File: src/rtl/echo_pkg.sv
// Shared types for the echo voice-bus receiver: event encoding, payload
// widths and the change-classification rule.
package echo_pkg;

  localparam int NOTE_W = 7;
  localparam int PB_W   = 9;

  typedef enum logic [1:0] {
    EV_NOTE_OFF = 2'd0,
    EV_NOTE_ON  = 2'd1,
    EV_PB       = 2'd2,
    EV_UPDATE   = 2'd3
  } ev_type_t;

  typedef struct packed {
    ev_type_t            ev_type;
    logic [NOTE_W-1:0]   note;
    logic [NOTE_W-1:0]   vel;
    logic [PB_W-1:0]     pb;
  } echo_ev_t;

  // Gate edges take priority; a note change while held is a retrigger.
  function automatic ev_type_t classify(
    input logic              old_on,
    input logic              new_on,
    input logic [NOTE_W-1:0] old_note,
    input logic [NOTE_W-1:0] new_note,
    input logic [NOTE_W-1:0] old_vel,
    input logic [NOTE_W-1:0] new_vel,
    input logic [PB_W-1:0]   old_pb,
    input logic [PB_W-1:0]   new_pb
  );
    ev_type_t t;
    if (!old_on && new_on) begin
      t = EV_NOTE_ON;
    end else if (old_on && !new_on) begin
      t = EV_NOTE_OFF;
    end else if (new_on && (old_note != new_note)) begin
      t = EV_NOTE_ON;
    end else if ((old_pb != new_pb) && (old_note == new_note) && (old_vel == new_vel)) begin
      t = EV_PB;
    end else begin
      t = EV_UPDATE;
    end
    return t;
  endfunction

endpackage

File: src/rtl/echo_ev_fifo.sv
// Show-ahead event FIFO whose head lives in a registered output stage; an
// event pushed into an otherwise empty queue bypasses storage for 1-clk latency.
module echo_ev_fifo
  import echo_pkg::*;
#(
  parameter int DEPTH = 8
) (
  input  logic                     clk,
  input  logic                     reset_n,
  input  logic                     push,
  input  echo_ev_t                 push_data,
  input  logic                     pop_ready,
  output logic                     out_valid,
  output echo_ev_t                 out_data,
  output logic [$clog2(DEPTH):0]   count,
  output logic                     full,
  output logic                     empty
);

  localparam int AW = $clog2(DEPTH);
  localparam int CW = AW + 1;

  echo_ev_t        mem_r [DEPTH];
  logic [AW-1:0]   wr_ptr_r;
  logic [AW-1:0]   rd_ptr_r;
  logic [CW-1:0]   count_r;
  logic            valid_r;
  echo_ev_t        out_r;

  logic pop_s, full_s, push_ok_s, mem_empty_s, load_s, mem_rd_s, bypass_s, mem_wr_s;

  // Decide where this cycle's push lands and whether the head stage reloads.
  always_comb begin
    pop_s       = valid_r && pop_ready;
    full_s      = (count_r == CW'(DEPTH));
    push_ok_s   = push && (!full_s || pop_s);
    mem_empty_s = (count_r == {{(CW-1){1'b0}}, valid_r});
    load_s      = !valid_r || pop_s;
    mem_rd_s    = load_s && !mem_empty_s;
    bypass_s    = load_s && mem_empty_s && push_ok_s;
    mem_wr_s    = push_ok_s && !bypass_s;
  end

  // Storage array, no reset so it can map onto plain registers/RAM.
  always_ff @(posedge clk) begin
    if (mem_wr_s) begin
      mem_r[wr_ptr_r] <= push_data;
    end
  end

  // Pointers, occupancy and the registered head entry.
  always_ff @(posedge clk) begin
    if (!reset_n) begin
      wr_ptr_r <= {AW{1'b0}};
      rd_ptr_r <= {AW{1'b0}};
      count_r  <= {CW{1'b0}};
      valid_r  <= 1'b0;
      out_r    <= '0;
    end else begin
      if (mem_wr_s) begin
        wr_ptr_r <= wr_ptr_r + AW'(1);
      end
      if (mem_rd_s) begin
        rd_ptr_r <= rd_ptr_r + AW'(1);
      end
      if (load_s) begin
        if (mem_rd_s) begin
          out_r   <= mem_r[rd_ptr_r];
          valid_r <= 1'b1;
        end else if (bypass_s) begin
          out_r   <= push_data;
          valid_r <= 1'b1;
        end else begin
          out_r   <= '0;
          valid_r <= 1'b0;
        end
      end
      case ({push_ok_s, pop_s})
        2'b10:   count_r <= count_r + CW'(1);
        2'b01:   count_r <= count_r - CW'(1);
        default: count_r <= count_r;
      endcase
    end
  end

  assign out_valid = valid_r;
  assign out_data  = out_r;
  assign count     = count_r;
  assign full      = full_s;
  assign empty     = (count_r == {CW{1'b0}});

endmodule

File: src/rtl/echo_event_rx.sv
// Receive end of the level-held echo voice bus: turns value changes into
// classified discrete events queued behind a valid/ready interface.
module echo_event_rx #(
  parameter int DEPTH  = 8,
  parameter int NOTE_W = 7,
  parameter int PB_W   = 9
) (
  input  logic                     clk,
  input  logic                     reset_n,
  input  logic                     en,
  input  logic                     echo_on,
  input  logic [NOTE_W-1:0]        echo_note,
  input  logic [NOTE_W-1:0]        echo_vel,
  input  logic [PB_W-1:0]          echo_pb,
  output logic                     ev_valid,
  input  logic                     ev_ready,
  output logic [1:0]               ev_type,
  output logic [NOTE_W-1:0]        ev_note,
  output logic [NOTE_W-1:0]        ev_vel,
  output logic [PB_W-1:0]          ev_pb,
  output logic [$clog2(DEPTH):0]   ev_count,
  output logic                     overflow,
  input  logic                     clr_overflow
);

  import echo_pkg::*;

  logic              shadow_on_r;
  logic [NOTE_W-1:0] shadow_note_r;
  logic [NOTE_W-1:0] shadow_vel_r;
  logic [PB_W-1:0]   shadow_pb_r;
  logic              overflow_r;

  logic     change_s, pop_s, drop_s, full_s, empty_s, out_valid_s;
  echo_ev_t new_ev_s, out_ev_s;

  // Change detect against the shadow and build the event it would produce.
  always_comb begin
    change_s = en && ({echo_on, echo_note, echo_vel, echo_pb} !=
                      {shadow_on_r, shadow_note_r, shadow_vel_r, shadow_pb_r});
    new_ev_s.ev_type = classify(shadow_on_r, echo_on, shadow_note_r, echo_note,
                                shadow_vel_r, echo_vel, shadow_pb_r, echo_pb);
    new_ev_s.note    = echo_note;
    new_ev_s.vel     = echo_vel;
    new_ev_s.pb      = echo_pb;
    pop_s            = !empty_s && ev_ready;
    drop_s           = change_s && full_s && !pop_s;
  end

  // Shadow follows the bus on every change, even when the event is dropped.
  always_ff @(posedge clk) begin
    if (!reset_n) begin
      shadow_on_r   <= 1'b0;
      shadow_note_r <= {NOTE_W{1'b0}};
      shadow_vel_r  <= {NOTE_W{1'b0}};
      shadow_pb_r   <= {PB_W{1'b0}};
    end else if (change_s) begin
      shadow_on_r   <= echo_on;
      shadow_note_r <= echo_note;
      shadow_vel_r  <= echo_vel;
      shadow_pb_r   <= echo_pb;
    end
  end

  // Sticky overflow; a drop in the same cycle as a clear keeps it set.
  always_ff @(posedge clk) begin
    if (!reset_n) begin
      overflow_r <= 1'b0;
    end else if (drop_s) begin
      overflow_r <= 1'b1;
    end else if (clr_overflow) begin
      overflow_r <= 1'b0;
    end
  end

  echo_ev_fifo #(.DEPTH(DEPTH)) u_fifo (
    .clk       (clk),
    .reset_n   (reset_n),
    .push      (change_s),
    .push_data (new_ev_s),
    .pop_ready (ev_ready),
    .out_valid (out_valid_s),
    .out_data  (out_ev_s),
    .count     (ev_count),
    .full      (full_s),
    .empty     (empty_s)
  );

  assign ev_valid = out_valid_s;
  assign ev_type  = out_ev_s.ev_type;
  assign ev_note  = out_ev_s.note;
  assign ev_vel   = out_ev_s.vel;
  assign ev_pb    = out_ev_s.pb;
  assign overflow = overflow_r;

endmodule

File: config.mk
export PLATFORM = sky130hd
export DESIGN_NAME = echo_event_rx
export DESIGN_NICKNAME = d
export VERILOG_FILES = /design/src/rtl/echo_pkg.sv /design/src/rtl/echo_ev_fifo.sv /design/src/rtl/echo_event_rx.sv
export SDC_FILE = /design/constraint.sdc
export NUM_CORES = 1
export LEC_CHECK = 0
export ABC_AREA = 0
export CORE_ASPECT_RATIO = 1.25
export CORE_MARGIN = 3
export CORE_UTILIZATION = 56
export CTS_BUF_LIST = sky130_fd_sc_hd__clkbuf_2 sky130_fd_sc_hd__clkbuf_4 sky130_fd_sc_hd__clkbuf_8
export CTS_CLUSTER_DIAMETER = 60
export CTS_CLUSTER_SIZE = 12
export DETAILED_ROUTE_END_ITERATION = 10
export GPL_TIMING_DRIVEN = 0
export PLACE_DENSITY_LB_ADDON = 0.1
export SKIP_LAST_GASP = 1
export SLEW_MARGIN = 25
export SYNTH_ARGS = -nofsm -noshare
export SYNTH_HDL_FRONTEND = slang
export SYNTH_SLANG_ARGS = --single-unit
File: constraint.sdc
create_clock -name clk -period 4.6 [get_ports clk]
set_input_delay 0.92 -clock clk [delete_from_list [all_inputs] [get_ports clk]]
set_output_delay 0.92 -clock clk [all_outputs]
set_load 0.005 [all_outputs]
==> impl_metrics.csv <==
group,metric,value,unit
placement,dpl.cell_count,988,
placement,portBuffers,58,
route,via_count,6296,
run_status,outcome,"complete, no violations",
synth,ys_ff_latch,264,
power_and_ir_drop,max-vdd-ir-drop,0.3143,mV
route,dr.pass1.iters,5,
synth,synth_compound_area_share,6.569,%
clock_network,cts_num_sinks,264,
timing,finalCritPeriodShare,82.92,%
clock_network,cts_made_buffers,25,
clock_network,cts_resized,0,
timing,max_freq,262.2,MHz
power_and_ir_drop,seq_power_share,49.8,%
finish,areaGrowthSynthToFinish,15.48,%
clock_network,hold_buffers,0,
power_and_ir_drop,power_switching,1.564,mW
synth,async_flop_share,0,%
finish,nets,823,
clock_network,post-cts-setup-buffers,0,
timing,layout_min_cycle_time,3.814,ns
min_path,holdPathEnd,"shadow_vel_r[0]",
setup_path,end_kind,"register",
setup_path,critical_path_peak_fanout,11,
floorplanning,die_w,129.2,um
setup_path,cp.required,4.88,ns
setup_path,critical_path_arrival,4.09,ns
synth,synth_fa_ha_area_share,0.8947,%
synth,syn_area,10630,um^2
synth,muxShareOfSynthArea,13.53,%
synth,synth_xor_area_share,2.225,%
min_path,hp-class,"register to register",
min_path,hp-start,"shadow_vel_r[0]",
global_routing,grt_pass1_wl,37440,um
route,first_iter_violations,535,
synth,ys_seq_area_share,68.57,%
clock_network,cts_buffer_depth,3,
synth,yosys.area_share.simple,5.969,%
synth,synth_top_family_by_area,"multiplexers",
timing,clock-skew-final,0.03272,ns
power_and_ir_drop,switching_share,27.71,%
synth,syn_area_per_cell,15.63,um^2
timing,slew_viol_final,0,
finish,fillers,1277,
route,drtAntennaViolNets,0,
global_routing,track_usage,23.84,%
timing,slew_headroom,39.91,%
min_path,whs_path_depth,2,
floorplanning,core_area,18370,um^2
finish,mostFrequentLayoutCells,"edfxtp_1, nand2_1, dfxtp_1",
synth,synth_flop_cell,"edfxtp_1",
synth,synth_edf_count,200,
power_and_ir_drop,leakage,4.047,nW
route,viasPerCell,6.089,
setup_path,cp-start-kind,"input port",
clock_network,clock_latency,0.57,ns
clock_network,cts_tree,"yes",
setup_path,r2r_end,"u_fifo.mem_r[4][3]",
route,drt-total-wl,24250,um
timing,finalSetupViolCount,0,
finish,final_common_cell,"edfxtp_1",
power_and_ir_drop,powerDensity,459.7,nW/um^2
global_routing,grt_pass1_vias,6562,
power_and_ir_drop,clkPwrFrac,25.4,%
floorplanning,start_util,57.84,%
placement,dp_hpwl,16640,um
global_routing,grt_max_degree,16,
timing,tightest_slew,0.8965,ns
synth,yosysUniqueCellTypes,44,
finish,antenna_cells,0,
floorplanning,rows,55,
power_and_ir_drop,combPwrFrac,24.8,%
floorplanning,io_pins,60,
timing,rsz0062_at_grt,"no",
placement,place.gp.congestion,0.8686,
floorplanning,die_h,160.0,um
clock_network,path_clk_slew,0.08,ns
setup_path,r2r_cells,9,
setup_path,r2r_slack,1.33,ns
setup_path,critical_path_class,"input port to register",
global_routing,antenna_found_initial,0,
global_routing,overflow,0,
finish,drive_gt1_share,18.36,%
job,drv_cap,0,
synth,syn_inst,680,
route,wl_per_cell,23.46,um
floorplanning,die-area,20680,um^2
setup_path,rr_startpoint,"u_fifo.out_valid",
finish,final_util,66.80,%
finish,finalNonFillerCells,1034,
clock_network,clock-root-buffer,"clkbuf_8",
route,drc,0,
synth,syn_nets,716,
power_and_ir_drop,p_int,4.079,mW
clock_network,cts_htree_levels,1,
synth,ys.warnings.count,0,
timing,hold_viol_final,0,
## synth_stat cells (all sizes together), types with 6 or more instances
master / number / area share (%)
nand3: 8 / 0.38
nor2: 32 / 1.1
xnor2: 11 / 0.91
clkbuf: 24 / 0.85
dfxtp: 64 / 12
o21ai: 54 / 2.6
xor2: 16 / 1.3
edfxtp: 200 / 57
ha: 6 / 0.71
mux4: 50 / 11
a31oi: 26 / 1.5
inv: 8 / 0.28
and2: 7 / 0.41
a21boi: 26 / 1.9
nand2: 64 / 2.3
buf: 18 / 1.1
mux2i: 30 / 2.8
## state kept, by name, summed over array words and instances (netlist names), named ones only
| register | flops |
|---|---|
| overflow | 1 |
| shadow_note_r | 7 |
| shadow_on_r | 1 |
| shadow_pb_r | 9 |
| shadow_vel_r | 7 |
| u_fifo.count | 4 |
| u_fifo.mem_r | 200 |
| u_fifo.out_data | 25 |
| u_fifo.out_valid | 1 |
| u_fifo.rd_ptr_r | 3 |
| u_fifo.wr_ptr_r | 3 |
## layer usage
metal | up-vias | track usage [%] | routed length [um]
li1 | 2817 | - | -
met1 | 3193 | 33.38 | 10210
met2 | 233 | 38.56 | 12120
met3 | 53 | 3.312 | 1209
met4 | 0 | 8.596 | 716
met5 | - | 0 | 0
## worst max-delay path, stage by stage
cell and delay (ns):
clkdlybuf4s50_1 0.75, xor2_1 0.27, nor4_2 0.10, nand4_1 0.18, o21a_1 0.21, buf_6 0.18
nand3_1 0.26, nor3_2 0.69, buf_4 0.31, buf_4 0.19
## how the worst max path moves through the flow
stage                       startpoint                  to  slack (ns)  cells after the start
after floorplan                echo_on  u_fifo.mem_r[6][0]        0.38                      8
after global placement     echo_vel[6]  u_fifo.mem_r[3][3]       -2.30                      8
after detailed placement  echo_note[6]  u_fifo.mem_r[4][3]        0.18                     10
after CTS                 echo_note[6]  u_fifo.mem_r[4][3]        0.78                     10
after global routing      echo_note[6]  u_fifo.mem_r[4][0]        0.63                     10
final                     echo_note[6]  u_fifo.mem_r[4][3]        0.79                     10
## stage by stage
step	power [mW]	setup TNS, ns	hold slack (ns)	instance area [um^2]	setup WS, ns
final	5.642	0	0.4710	12270	0.7858
after global routing	5.907	0	0.4877	12270	0.6265
after CTS	5.678	0	0.4708	12260	0.7787
after detailed placement	4.272	0	0.4596	11760	0.1759
after global placement	4.208	-345.90	0.4518	11510	-2.300
after floorplan	3.745	0	0.4468	10650	0.3831
## logic make-up (layout without fill, tap and decap cells)
logic type	Yosys count	in the layout
flops	264	264
simple gates	137	137
compound gates	114	114
mux	81	81
buf+inv	50	176
xor+xnor	27	27
fa+ha+maj	7	7
## power groups by stage
stage	logic, mW	registers [mW]	clock network, mW
detailed placement	1.41	2.86	0
CTS	1.42	2.81	1.45
global route	1.53	2.83	1.55
finish	1.40	2.81	1.43
global placement	1.35	2.86	0
floorplan	0.891	2.85	0
## area by class of cell
type	instances	area [um^2]	share of cell area (%)
multi-input combinational	366	3183	25.94
inverter	8	30.03	0.2447
tap	228	285.3	2.324
buffer	42	209.0	1.703
timing repair buffer	80	777.0	6.331
clock inverter	1	7.507	0.06117
clock buffer	45	494.2	4.027
sequential	264	7287	59.37
No activity file was read; power rests on OpenSTA's default activity.
